## src/rtl/fifo_uart_tx.sv

```systemverilog
// fifo_uart_tx
//   Drain stage between an 8-bit FIFO read port and a UART TX pin.
//   Pops one byte whenever the FIFO is non-empty and the line is free, then
//   serialises it LSB first: start bit, 8 data bits, optional parity, stop bit.
//   The bit period is DIVISOR = CLK_FREQ / BAUD clocks.
//
//   Build option (macro FIFO_UART_TX_PARITY_EN):
//     defined   -> even parity bit after the data bits (8E1, 11 bit periods)
//     undefined -> no parity state and no parity logic (8N1, 10 bit periods)
//
//   tx, fifo_read, busy and tx_done are all driven straight from flops.
//   tx_done and a back-to-back pop are decided on the last clock of the stop
//   bit, so both appear together in the cycle that follows it.  The FETCH
//   and LOAD cycles then leave a two-clock idle gap before the next start bit.
module fifo_uart_tx #(
  parameter int CLK_FREQ = 100_000_000,
  parameter int BAUD     = 9600,
  parameter int CNT_W    = $clog2(CLK_FREQ / BAUD)
) (
  input  logic       clk,
  input  logic       reset,
  input  logic       fifo_empty,
  input  logic [7:0] fifo_data,
  output logic       fifo_read,
  output logic       tx,
  output logic       busy,
  output logic       tx_done
);

  localparam int               DIVISOR   = CLK_FREQ / BAUD;
  localparam logic [CNT_W-1:0] BAUD_LAST = CNT_W'(DIVISOR - 1);
  localparam logic [CNT_W-1:0] BAUD_ONE  = CNT_W'(1);
  localparam logic [CNT_W-1:0] BAUD_ZERO = {CNT_W{1'b0}};
  localparam logic [2:0]       BIT_LAST  = 3'd7;

  typedef enum logic [2:0] {
    ST_IDLE   = 3'd0,
    ST_FETCH  = 3'd1,
    ST_LOAD   = 3'd2,
    ST_START  = 3'd3,
    ST_DATA   = 3'd4,
`ifdef FIFO_UART_TX_PARITY_EN
    ST_PARITY = 3'd5,
`endif
    ST_STOP   = 3'd6
  } state_t;

`ifdef FIFO_UART_TX_PARITY_EN
  // Even parity: the parity bit makes the total count of ones even.
  function automatic logic even_parity8(input logic [7:0] d);
    return ^d;
  endfunction
`endif

  // Registered state and datapath
  state_t           state_r;
  logic [CNT_W-1:0] baud_r;
  logic [2:0]       bit_r;
  logic [7:0]       shift_r;
  logic             fifo_read_r;
  logic             tx_r;
  logic             busy_r;
  logic             tx_done_r;
`ifdef FIFO_UART_TX_PARITY_EN
  logic             parity_r;
`endif

  // Next-cycle values
  state_t           state_s;
  logic [CNT_W-1:0] baud_s;
  logic [2:0]       bit_s;
  logic [7:0]       shift_s;
  logic             fifo_read_s;
  logic             tx_s;
  logic             busy_s;
  logic             tx_done_s;
  logic             baud_last_s;
`ifdef FIFO_UART_TX_PARITY_EN
  logic             parity_s;
`endif

  assign baud_last_s = (baud_r == BAUD_LAST);

  assign fifo_read = fifo_read_r;
  assign tx        = tx_r;
  assign busy      = busy_r;
  assign tx_done   = tx_done_r;

  // FSM state register
  always_ff @(posedge clk or posedge reset) begin
    if (reset) begin
      state_r <= ST_IDLE;
    end else begin
      state_r <= state_s;
    end
  end

  // Next-state, datapath and output decode; tx_s is the line level for the
  // state being entered, so the registered tx lines up with state_r.
  always_comb begin
    state_s     = state_r;
    baud_s      = baud_r;
    bit_s       = bit_r;
    shift_s     = shift_r;
`ifdef FIFO_UART_TX_PARITY_EN
    parity_s    = parity_r;
`endif
    fifo_read_s = 1'b0;
    tx_s        = 1'b1;
    tx_done_s   = 1'b0;

    case (state_r)
      ST_IDLE: begin
        baud_s = BAUD_ZERO;
        bit_s  = 3'd0;
        if (!fifo_empty) begin
          fifo_read_s = 1'b1;
          state_s     = ST_FETCH;
        end else begin
          state_s     = ST_IDLE;
        end
      end

      // fifo_read is high during this cycle; data arrives in the next one
      ST_FETCH: begin
        state_s = ST_LOAD;
      end

      // Capture the byte and restart the baud counter so the frame is aligned
      ST_LOAD: begin
        shift_s = fifo_data;
`ifdef FIFO_UART_TX_PARITY_EN
        parity_s = even_parity8(fifo_data);
`endif
        baud_s  = BAUD_ZERO;
        bit_s   = 3'd0;
        tx_s    = 1'b0;
        state_s = ST_START;
      end

      ST_START: begin
        if (baud_last_s) begin
          baud_s  = BAUD_ZERO;
          tx_s    = shift_r[0];
          state_s = ST_DATA;
        end else begin
          baud_s  = baud_r + BAUD_ONE;
          tx_s    = 1'b0;
        end
      end

      ST_DATA: begin
        if (baud_last_s) begin
          baud_s  = BAUD_ZERO;
          shift_s = {1'b0, shift_r[7:1]};
          if (bit_r == BIT_LAST) begin
            bit_s   = 3'd0;
`ifdef FIFO_UART_TX_PARITY_EN
            tx_s    = parity_r;
            state_s = ST_PARITY;
`else
            tx_s    = 1'b1;
            state_s = ST_STOP;
`endif
          end else begin
            bit_s   = bit_r + 3'd1;
            tx_s    = shift_r[1];
          end
        end else begin
          baud_s = baud_r + BAUD_ONE;
          tx_s   = shift_r[0];
        end
      end

`ifdef FIFO_UART_TX_PARITY_EN
      ST_PARITY: begin
        if (baud_last_s) begin
          baud_s  = BAUD_ZERO;
          tx_s    = 1'b1;
          state_s = ST_STOP;
        end else begin
          baud_s  = baud_r + BAUD_ONE;
          tx_s    = parity_r;
        end
      end
`endif

      // Last stop clock: flag completion and chain straight into the next
      // pop when the FIFO still holds data
      ST_STOP: begin
        if (baud_last_s) begin
          baud_s    = BAUD_ZERO;
          tx_done_s = 1'b1;
          if (!fifo_empty) begin
            fifo_read_s = 1'b1;
            state_s     = ST_FETCH;
          end else begin
            state_s     = ST_IDLE;
          end
        end else begin
          baud_s = baud_r + BAUD_ONE;
        end
      end

      default: begin
        baud_s  = BAUD_ZERO;
        bit_s   = 3'd0;
        state_s = ST_IDLE;
      end
    endcase

    busy_s = (state_s != ST_IDLE);
  end

  // Datapath registers and registered outputs; reset aborts any frame and
  // drives the line high at once
  always_ff @(posedge clk or posedge reset) begin
    if (reset) begin
      baud_r      <= BAUD_ZERO;
      bit_r       <= 3'd0;
      shift_r     <= 8'h00;
`ifdef FIFO_UART_TX_PARITY_EN
      parity_r    <= 1'b0;
`endif
      fifo_read_r <= 1'b0;
      tx_r        <= 1'b1;
      busy_r      <= 1'b0;
      tx_done_r   <= 1'b0;
    end else begin
      baud_r      <= baud_s;
      bit_r       <= bit_s;
      shift_r     <= shift_s;
`ifdef FIFO_UART_TX_PARITY_EN
      parity_r    <= parity_s;
`endif
      fifo_read_r <= fifo_read_s;
      tx_r        <= tx_s;
      busy_r      <= busy_s;
      tx_done_r   <= tx_done_s;
    end
  end

endmodule

```

## config.mk

```make
export PLATFORM = sky130hd
export DESIGN_NAME = fifo_uart_tx
export DESIGN_NICKNAME = d
export VERILOG_FILES = /design/src/rtl/fifo_uart_tx.sv
export SDC_FILE = /design/constraint.sdc
export NUM_CORES = 1
export LEC_CHECK = 0
export CORE_MARGIN = 2
export CORE_UTILIZATION = 51
export CTS_BUF_LIST = sky130_fd_sc_hd__clkbuf_16
export DETAILED_ROUTE_END_ITERATION = 10
export PLACE_DENSITY = 0.79
export SYNTH_ARGS = -nofsm -noshare
export SYNTH_HDL_FRONTEND = slang
export SYNTH_SLANG_ARGS = --single-unit
```

## constraint.sdc

```tcl
create_clock -name clk -period 2.1 [get_ports clk]
set_clock_uncertainty 0.2 [all_clocks]
set_input_delay 0.21 -clock clk [delete_from_list [all_inputs] [get_ports clk]]
set_output_delay 0.21 -clock clk [all_outputs]
set_load 0.01 [all_outputs]
```

==> reports/qor.txt <==
outcome -> finished, final reports clean
starting density of the core -> 52.8%
# IOs -> 15
Layout Cells excl Fill -> 244
Startpoint Class -> flop
top achievable clock speed -> 496 MHz
Synth area leaders -> dfrtp_1 (44%), o221a_2 (4.5%), nor2_1 (3.6%), nand4_1 (3.2%), or3_1 (3.2%)
number of flops mapped to enable cells by yosys -> 0
Logic pwr share -> 18.8%
DR WL/cell -> 15.4 um
synth warn -> 0
HP Class -> in2async
Slew Viols, Final -> 0
count leader, synth -> dfrtp_1
initial antenna violation count -> 0
Tot Pwr -> 1.83 mW
Final period util -> 95.9%
share of total power in the clock network -> 36.1%
number of library cell types mapped by synthesis -> 51
final hold vios -> 0
Initial DRT Pass Iterations -> 4
transition time of the tightest slew-check pin -> 397 ps
first-pass GRT wire length -> 6670 um
Final Net Count -> 211
Tot GR Track Use -> 21.4%
Iter 0 DRT Violations -> 93
top cell type's share of synthesized area -> 44.0%
Clock transition at path regs -> 50 ps
GRT overflow -> 0
HPWL after detailed placement -> 2700 um
area delta synth->final -> 21.2%
GP Congestion -> 0.914
pwr dens -> 857 mW/mm^2
synthesized netlist cell count -> 175
postcts setup bufs -> 0
CTS sink cnt -> 32
Num CTS Buffers -> 5
Switching Share -> 28.2%
max cap viols -> 0
core footprint -> 0.00334 mm^2
cell area after synthesis -> 0.00176 mm^2
RSZ-0062 raised after global routing -> no
synth cell count leaders -> dfrtp_1 (31), nor2_1 (17), nand2_1 (13)
Post-synth top flop -> dfrtp_1
Async SR Flop Fraction -> 100%
Setup crit end kind -> flop
FF+latch count, synth -> 32
Critical Path Fanout Max -> 6
Via density -> 5.84
# setup viols final -> 0
Die Wd -> 62.8 um
worst path arrival time -> 2030 ps
later-pin clock latency in the skew report -> 270 ps
total inserted antenna cells -> 0
worst-case clock buffer depth -> 2
drt drc -> 0
die area -> 0.00394 mm^2
Pleak -> 0.884 nW
Internal -> 1.31 mW
setup TNS -> 0 ps
CTS tree -> done
share of power burned in registers -> 45.2%
Setup CP Type -> reg2reg
htree depth -> 2
Relative slew margins -> 73.5%
Rows -> 21
largest net degree at the start of global routing -> 33
share of synthesized area occupied by flip-flops and latches -> 45.5%
Max VDD drop -> 512 uV
vias in the first global route -> 1451
clock root buffer -> clkbuf_16
Mean Syn Cell Area -> 10.1 um^2
DRT antenna net count -> 0
Required @ worst endpoint -> 2110 ps
share of post-route cells with drive strength above 1 -> 18.7%
Net Sw Power -> 0.516 mW
total wire length -> 3760 um
Final min period -> 2010 ps
Synth Net Count -> 189
vias post-DR -> 1425
Post-Place Cells -> 236
IO buf count -> 14
die height -> 62.8 um
Synth area leader -> dfrtp_1
-- flip-flops by register name, summed over array words and instances (netlist names) --
register	flops
tx_done	1
tx	1
fifo_read	1
busy	1
state_r	3
shift_r	8
baud_r	14
bit_r	3
-- placed cells by master (no fill, tap or decap), drive strengths merged, types with 2 or more instances in the layout --
| cell type | instances |
|---|---|
| xor2 | 6 |
| clkdlybuf4s50 | 14 |
| or4b | 2 |
| buf | 12 |
| o21ai | 2 |
| dfrtp | 31 |
| o211ai | 6 |
| nand3 | 4 |
| a31o | 2 |
| nor4 | 3 |
| o221a | 7 |
| nor3 | 2 |
| nand4 | 9 |
| a21o | 2 |
| ha | 3 |
| nor2 | 17 |
| or3 | 10 |
| nand2 | 13 |
| inv | 5 |
| nand2b | 2 |
| a21oi | 6 |
| or4 | 2 |
| o2bb2ai | 2 |
| a211oi | 2 |
| nor4b | 2 |
| xnor2 | 4 |
| clkbuf | 5 |
| or2 | 2 |
-- logic make-up (layout without fill, tap and decap cells) --
family / Yosys count / after routing / synth area share [%]
muxes: 2 / 2 / 1.21
buffers and inverters: 14 / 37 / 3.69
and+or+nand+nor: 79 / 79 / 26.6
adders and majority gates: 4 / 4 / 2.70
DFF: 32 / 32 / 45.5
AOI/OAI and AO/OA: 34 / 34 / 15.3
xor gates and xnor gates: 10 / 10 / 4.97
-- worst max-delay path, stage by stage, from the launching register on --
cell,delay [ps]
dfrtp_1,430
or4b_1,510
or4_1,490
a21oi_1,140
o311a_1,180
-- repair_timing --
item / CTS / global route
hold buffers: 0 / 0
resized for setup: 0 / 1
setup endpoints to repair: 0 / 7
-- routing by layer --
metal / global-route usage, % / part of all wire (%) / vias up
met1: 27.7 / 47 / 688
met5: 0 / 0 / -
met2: 34.5 / 48 / 31
li1: - / - / 698
met4: 8.33 / 1.8 / 0
met3: 5.59 / 3.8 / 8
-- area by class of cell --
cell class	instances	area (um^2)
repair buffers	26	230
flip-flops and latches	32	802
well taps	46	57.6
clock inverters	3	12.5
fillers	291	1200
clock buffers	5	125
inverters	3	11.3
multi-input cells	129	896
-- power by group through the flow --
stage	sequential, mW	clock, mW	combinational (mW)
global route	0.834	0.711	0.388
CTS	0.823	0.677	0.345
floorplan	0.793	0	0.259
detailed placement	0.830	0	0.344
global placement	0.821	0	0.325
finish	0.826	0.660	0.344
-- worst paths after layout --
check | start | end | slack, ps | depth (start not counted)
setup / recovery | baud_r[9]$_DFFE_PP0N_ | tx$_DFF_PP1_ | 90 | 4
hold / removal | reset | baud_r[3]$_DFFE_PP0N_ | 120 | 3
setup reg to reg | baud_r[9]$_DFFE_PP0N_ | tx$_DFF_PP1_ | 90 | 4
hold reg to reg | bit_r[1]$_DFFE_PP0P_ | bit_r[1]$_DFFE_PP0P_ | 330 | 2
max in group asynchronous | reset | tx$_DFF_PP1_ | 1260 | 3
min in group clk | bit_r[1]$_DFFE_PP0P_ | bit_r[1]$_DFFE_PP0P_ | 330 | 2
-- per-stage QoR --
step / area [um^2] / util (%) / worst slack, ps / hold WS [ps]
2_1_floorplan: 1760 / - / 114 / 76.8
3_3_place_gp: 2000 / 59.8 / 148 / 309
3_5_place_dp: 2000 / 59.8 / 91.8 / 327
4_1_cts: 2130 / 63.9 / 74.3 / 136
5_1_grt: 2130 / 64.0 / 0.0397 / 181
6_report: 2130 / 64.0 / 85.3 / 124
Power figures use the tool's default switching activity.
